==> config.mk <==
export PLATFORM = sky130hd
export DESIGN_NAME = packet_tx_reader
export DESIGN_NICKNAME = d
export VERILOG_FILES = /design/src/rtl/packet_tx_reader.sv
export SDC_FILE = /design/constraint.sdc
export NUM_CORES = 1
export LEC_CHECK = 0
export ABC_AREA = 1
export ABC_CLOCK_PERIOD_IN_PS = 3000
export CORE_ASPECT_RATIO = 2
export CORE_MARGIN = 1.5
export CORE_UTILIZATION = 55
export DETAILED_ROUTE_END_ITERATION = 8
export PLACE_DENSITY = 0.8
export SETUP_SLACK_MARGIN = 0.4
export SKIP_CTS_REPAIR_TIMING = 1
export SLEW_MARGIN = 20
export SYNTH_ARGS = -nofsm -noshare
export SYNTH_HDL_FRONTEND = slang
export SYNTH_SLANG_ARGS = --single-unit
==> constraint.sdc <==
create_clock -name iclk -period 3 [get_ports iclk]
set_input_delay 0.45 -clock iclk [delete_from_list [all_inputs] [get_ports iclk]]
set_output_delay 0.45 -clock iclk [all_outputs]
set_load 0.05 [all_outputs]
==> src/rtl/packet_tx_reader.sv <==
// Streams buffered packets out as MII-style frames.
// Pops a length, sends preamble/SFD, then L buffer bytes.
module packet_tx_reader #(
  parameter int pDATA_WIDTH        = 8,
  parameter int pMAX_PACKET_LENGHT = 1536,
  parameter int pDEPTH_RAM         = 3072,
  parameter int pLEN_WIDTH         = $clog2(pMAX_PACKET_LENGHT) + 1,
  parameter int pIFG               = 12
) (
  input  logic                          iclk,
  input  logic                          i_rst,
  input  logic                          i_tx_enable,
  input  logic                          i_len_valid,
  input  logic [pLEN_WIDTH-1:0]         i_len,
  output logic                          o_len_rd,
  output logic [$clog2(pDEPTH_RAM)-1:0] o_rd_addr,
  input  logic [pDATA_WIDTH-1:0]        i_rd_data,
  output logic                          o_tx_en,
  output logic [pDATA_WIDTH-1:0]        o_txd,
  output logic                          o_len_err,
  output logic [15:0]                   o_pkt_cnt
);

  localparam int AW = $clog2(pDEPTH_RAM);
  localparam int LW = pLEN_WIDTH;
  localparam int SW = ((AW > LW) ? AW : LW) + 1;

  typedef enum logic [2:0] {
    IDLE, POP, PREAMBLE, SFD, DATA, SKIP, IFG
  } state_t;

  state_t        state, state_nx;
  logic [AW-1:0] ptr, ptr_inc, ptr_skip;
  logic [LW-1:0] len_q, cnt;
  logic [15:0]   pkt_cnt;
  logic [SW-1:0] lmod, psum;
  logic          legal, last_data, ptr_step;

  assign legal = (i_len != '0) &&
                 (i_len <= LW'(pMAX_PACKET_LENGHT));
  assign last_data = (state == DATA) &&
                     (cnt == len_q - LW'(1));
  assign ptr_step = (state == SFD) ||
                    ((state == DATA) && !last_data);
  assign ptr_inc = (ptr == AW'(pDEPTH_RAM - 1)) ?
                   '0 : ptr + AW'(1);

  // Skip pointer: start + (L mod depth), wrapped; one subtract
  // per stage suffices since L stays below twice the depth.
  always_comb begin
    lmod = SW'(len_q);
    if (lmod >= SW'(pDEPTH_RAM))
      lmod = lmod - SW'(pDEPTH_RAM);
    psum = SW'(ptr) + lmod;
    if (psum >= SW'(pDEPTH_RAM))
      psum = psum - SW'(pDEPTH_RAM);
    ptr_skip = AW'(psum);
  end

  // State register.
  always_ff @(posedge iclk) begin
    if (i_rst) state <= IDLE;
    else       state <= state_nx;
  end

  // Next state and frame outputs, decoded from state.
  always_comb begin
    state_nx  = state;
    o_len_rd  = 1'b0;
    o_len_err = 1'b0;
    o_tx_en   = 1'b0;
    o_txd     = '0;
    unique case (state)
      IDLE: begin
        if (i_len_valid && i_tx_enable) state_nx = POP;
      end
      POP: begin
        o_len_rd = 1'b1;
        state_nx = legal ? PREAMBLE : SKIP;
      end
      PREAMBLE: begin
        o_tx_en = 1'b1;
        o_txd   = pDATA_WIDTH'(8'h55);
        if (cnt == LW'(6)) state_nx = SFD;
      end
      SFD: begin
        o_tx_en  = 1'b1;
        o_txd    = pDATA_WIDTH'(8'hD5);
        state_nx = DATA;
      end
      DATA: begin
        o_tx_en = 1'b1;
        o_txd   = i_rd_data;
        if (last_data) state_nx = IFG;
      end
      SKIP: begin
        o_len_err = 1'b1;
        state_nx  = IDLE;
      end
      IFG: begin
        if (cnt == LW'(pIFG - 1)) state_nx = IDLE;
      end
      default: state_nx = IDLE;
    endcase
  end

  // Datapath: length latch, phase counter, read pointer, frame count.
  always_ff @(posedge iclk) begin
    if (i_rst) begin
      ptr     <= '0;
      len_q   <= '0;
      cnt     <= '0;
      pkt_cnt <= '0;
    end else begin
      if (state_nx != state || state == IDLE) cnt <= '0;
      else                                    cnt <= cnt + LW'(1);
      if (state == POP)  len_q <= i_len;
      if (ptr_step)      ptr   <= ptr_inc;
      if (state == SKIP) ptr   <= ptr_skip;
      if (last_data)     pkt_cnt <= pkt_cnt + 16'd1;
    end
  end

  assign o_rd_addr = ptr;
  assign o_pkt_cnt = pkt_cnt;

endmodule

Word-level counts from Yosys, hierarchy flattened

Cells that the tools add are included.

Flip-flop bits (word level): 55
Input bits: 24
Logic and storage cells: 53

Add/sub/neg operators: 7
$lt $le $gt $ge: 3
Equality and inequality tests: 11
Mux-type cells: 15
Reduce and logical (&&, ||, !) cells: 12

Operators by type and width:

| kind                     | number |
|---|---|
| $mux W12                 | 4 |
| $add A12 B1 Y12 const B  | 2 |
| $pmux W8 S3              | 1 |
| $pmux W3 S6              | 1 |
| $add A16 B1 Y16 const B  | 1 |
| $mux W3                  | 5 |
| $add A12 B13 Y13         | 1 |
| $ge A13 B12 Y1 const B   | 1 |
| $mux W13                 | 1 |
| $sub A12 B12 Y13 const B | 1 |
| $eq A12 B12 Y1           | 1 |
| $eq A12 B12 Y1 const B   | 1 |
| $eq A12 B3 Y1 const B    | 1 |
| $eq A12 B4 Y1 const B    | 1 |
| $ge A12 B12 Y1 const B   | 1 |
| $le A12 B11 Y1 const B   | 1 |
| $reduce_bool A12 Y1      | 1 |
| $sub A12 B1 Y12 const B  | 1 |
| $sub A12 B12 Y12 const B | 1 |
| $eq A3 B3 Y1 const B     | 3 |
| $eq A3 B2 Y1 const B     | 2 |
| $logic_and A1 B1 Y1      | 4 |
| $eq A3 B1 Y1 const B     | 1 |
| $logic_not A3 Y1         | 1 |
| 7 further kinds          | 10 |

Logic depth before layout (Yosys ltp)

Depth after elaboration: 8
Depth in mapped cells: 24
Depth with buffers taken out: 24

Worst setup path before layout

Ideal clock, no wire load.

Kind: register to register
Start point: register ptr[0] (netlist: o_rd_addr[0])
End point: register ptr[10] (netlist: o_rd_addr[10])
Setup time: 118 ps
Arrival time: 2,787 ps
Data required time: 2,882 ps
Setup slack: 95 ps
Cell stages (with the launch flop): 23
Path buffers: 0
Path through: dfxtp_1 -> ha_1 -> inv_1 -> fa_1 -> inv_1 -> nand3_1 -> nand4_1 -> nand2_1 -> inv_1 -> ha_1 -> nand2_1 -> nor2_1 -> nand2_1 -> nor2_1 -> nand2_1 -> nor2_1 -> nand3_1 -> nand2_1 -> nor2_1 -> nor2_1 -> nor2_1 -> nor2_1 -> nor2_1

Longest elaborated chain between the ends: 4
Elaborated cells between the ends (all ways): 9

Ends and longest elaborated chain:

| element                                        | RTL line | RTL |
|---|---|---|
| from (decl)                                    | 33       | `logic [AW-1:0] ptr, ptr_inc, ptr_skip;` |
| from (signal assigned)                         | 118      | `if (ptr_step) ptr <= ptr_inc;` |
| from (signal assigned)                         | 119      | `if (state == SKIP) ptr <= ptr_skip;` |
| $add A12 B13 Y13, or another cell as far along | 54       | `psum = SW'(ptr) + lmod;` |
| $sub A12 B12 Y12, or another cell as far along | 56       | `psum = psum - SW'(pDEPTH_RAM);` |
| $mux W12 (on tied branches)                    | 55, 118  |  |
| $mux W12 *                                     | 119      |  |

Every way passes the cells marked *; elsewhere a longest branch is shown, timed or not. The select of a mux whose other input is x is not followed.
A chain may end at the register's enable or synchronous reset.

Final worst setup path

Start point: register len_q[5]
End point: register ptr[10] (netlist: o_rd_addr[10])

Longest elaborated chain between the ends: 7
Elaborated cells between the ends (all ways): 15

Ends and longest elaborated chain:

| element                                                                  | RTL line | RTL |
|---|---|---|
| from (decl)                                                              | 34       | `logic [LW-1:0] len_q, cnt;` |
| from (signal assigned)                                                   | 117      | `if (state == POP) len_q <= i_len;` |
| parallel branches: the longest is 7 deep, another holds $sub A12 B12 Y13 | n/a      |  |

Parallel ways; which one is timed is not known.

==> reports/results.ini <==
[cts]
cts_root_buf=clkbuf_16
clkTransAtPathRegs_ns=0.08
htreeDepth=2
clk_latency_ns=0.30
clock_sinks=55
cts_inserted_buffers=5
clockBufferDepth=2
cts_tree=yes

[route]
first_pass_iters=5
via_per_inst=5.656
drt-total-wl_um=13760
m1WireLength_um=4824
drt-initial-drc-count=400
route.detailed.drc=0
highest_layer=met4
wl_per_cell_um=15.54
ant_nets=0
vias=5006
wl_met3_um=588
route.met2.wl_um=7518

[worst_setup_path]
critPathBufInv=2
max_stage_delay_ns=0.42
critPathSlowestCell=dfxtp_2
end_kind=register
worstSetupPathType=register to register
critPathTopFamily=simple AND/OR/NAND/NOR gates
critPathRequiredTime_ns=3.20
cp-start-kind=register
worstPathCellList=ha_4 > nand2_1 > nand2_1 > inv_2 > nand2_1 > nand2_1 > nand3_1 > nand2_2 > nand2_2 > inv_2 > ha_1 > nand2_1 > nor2_1 > nand2_1 > nor2_1 > nand2_1 > nor2_1 > nand3_1 > nand2_1 > nor2_1 > nor2_1 > nor2_1 > nor2_1 > nor2_1
cp.arrival_ns=2.79
path_max_fanout=5

[grt]
grt_pass1_wl_um=20540
overflow=0
grt_antenna_before_repair=0
grt_max_degree=22
grt_use_total=0.3051
grt_pass1_vias=4554

[power_and_ir_drop]
ir_drop_mv=0.3859
power_leakage_uw=0.002441
p_per_area_nw_per_um2=400.3

[timing]
relSlewSlack=0.5646
setup_viol=0
hold_viol=0
fmax_mhz=386.2
fin_worst_skew_ns=0.009473
fin_tns_setup_ns=0
fin_crit_sh=0.8631
fin_crit_ns=2.589
worstMarginPinSlew_ns=0.6524
drv_slew=0
rsz0062_at_grt=true

[floorplan]
die_y_um=130.9
fp.dieArea_um2=8768
start_util=0.5666
std_cell_rows=46
core_um2=7943
io_pins=63
die_x_um=66.97

[placed_design]
post-dp-hpwl_um=10320
port_buffers=62
gp_congestion=0.9701

[logic_synthesis]
synth_nets=754
post-synth-top-count-cell=nand2_1
yosysTopAreaCellShare=0.2446
synth_ff_type=dfxtp_1
synthTopCellsByCount=180 x nand2_1, 95 x inv_1, 85 x nor2_1
yosysSeqAreaShare=0.2446
synth_area_um2=4501
syn_area_per_cell_um2=6.330
synth-edff-count=0
syn_inst=711
async_flop_share=0
synth_cell_types=41
synth_area_leader_cell=dfxtp_1
ys_top_cells_by_area=dfxtp_1 24%, nand2_1 15%, inv_1 7.9%
ys_ff_latch=55
yosys_warnings=0

[finish]
final_util=0.7179
syn2layout_area_growth_pct=26.69
layout-drive-gt1-share=0.1673
finalNetCount=831
antenna_cells=0

[status]
status=finished, final reports clean

[flow_run]
max_cap_violations=0

[worst_hold_path]
hold_class=register to register

placed cells by master, fill, tap and decap left out, types with 2 or more instances in the layout:
| cell type | instances |
|---|---|
| a31oi_1 | 2 |
| nand4_1 | 42 |
| nor3_1 | 16 |
| dfxtp_2 | 10 |
| xor2_1 | 24 |
| ha_1 | 7 |
| xor2_2 | 2 |
| nand3_1 | 55 |
| ha_4 | 10 |
| nand2_1 | 167 |
| dfxtp_4 | 11 |
| nand3b_1 | 6 |
| a21oi_1 | 36 |
| inv_1 | 89 |
| nor4_1 | 6 |
| dfxtp_1 | 34 |
| o21ai_1 | 2 |
| inv_2 | 7 |
| nand3_2 | 6 |
| nor2_4 | 4 |
| buf_4 | 36 |
| xnor2_1 | 10 |
| o21ai_0 | 24 |
| clkdlybuf4s50_1 | 51 |
| clkbuf_16 | 5 |
| nor2_1 | 81 |
| nor2_2 | 9 |
| bufinv_16 | 2 |
| nand2_2 | 18 |
final cells by class:
| cell class | count | area [um^2] |
|---|---|---|
| flip-flops and latches | 55 | 1155 |
| repair buffers | 87 | 780.7 |
| fillers | 687 | 2241 |
| clock buffers | 5 | 125.1 |
| inverters | 97 | 364.1 |
| clock inverters | 3 | 71.32 |
| multi-input cells | 542 | 3085 |
| well taps | 96 | 120.1 |
through the flow:
| step | worst slack, ns | area (um^2) | hold WS, ns | power, uW | instances |
|---|---|---|---|---|---|
| CTS | 0.1241 | 5358 | 0.4972 | 2212 | 869 |
| floorplan | 0.4029 | 4519 | 0.4411 | 1273 | 711 |
| global placement | 0.2584 | 5161 | 0.4831 | 1430 | 861 |
| detailed placement | 0.1469 | 5161 | 0.4876 | 1440 | 861 |
| global route | 0.1991 | 5702 | 0.5243 | 2386 | 885 |
| finish | 0.4107 | 5702 | 0.5004 | 2283 | 885 |
power by group:
part           internal (uW)  total [uW]  switching, uW
clock                    485         785            300
combinational            262         697            435
sequential               755         800           45.3
total                   1500        2280            780
kinds of logic (layout without fill, tap and decap cells):
group,count (synthesis),count (layout),synth area share
adder cells (fa/ha/maj),19,19,0.05449
AND/OR/NAND/NOR,418,418,0.4351
flip-flops,55,55,0.2446
buffers and inverters,114,192,0.1123
AO/OA/AOI/OAI,69,69,0.08007
XOR/XNOR,36,36,0.07339
worst reg2reg max path, stage by stage, from the launching register on:
cell and delay, ns:
dfxtp_2 0.42, ha_4 0.25, nand2_1 0.08, nand2_1 0.08
inv_2 0.08, nand2_1 0.07, nand2_1 0.08, nand3_1 0.09
nand2_2 0.09, nand2_2 0.06, inv_2 0.05, ha_1 0.13
nand2_1 0.05, nor2_1 0.10, nand2_1 0.06, nor2_1 0.09
nand2_1 0.06, nor2_1 0.08, nand3_1 0.09, nand2_1 0.09
nor2_1 0.06, nor2_1 0.12, nor2_1 0.06, nor2_1 0.11
nor2_1 0.05
metal layers:
metal | up-vias | global-route usage
met5 | - | 0
met4 | 0 | 0.1741
met3 | 56 | 0.03425
met2 | 181 | 0.5876
met1 | 2300 | 0.3018
li1 | 2469 | -
sequential cells by signal, summed over array words and instances (netlist names):
register and count:
o_pkt_cnt 16, o_rd_addr 12, len_q 12, state 3
cnt 12
path summary, 6_finish.rpt:
kind	from	to	slack (ns)	depth (start not counted)
worst max-delay path	len_q[5]$_SDFFE_PP0P_	o_rd_addr[10]$_SDFFE_PP0P_	0.41	24
worst min-delay path	o_pkt_cnt[15]$_SDFFE_PP0P_	o_pkt_cnt[15]$_SDFFE_PP0P_	0.50	2
worst min register to register	o_pkt_cnt[15]$_SDFFE_PP0P_	o_pkt_cnt[15]$_SDFFE_PP0P_	0.50	2
worst max register to register	len_q[5]$_SDFFE_PP0P_	o_rd_addr[10]$_SDFFE_PP0P_	0.41	24
No activity file was read; power rests on OpenSTA's default activity.
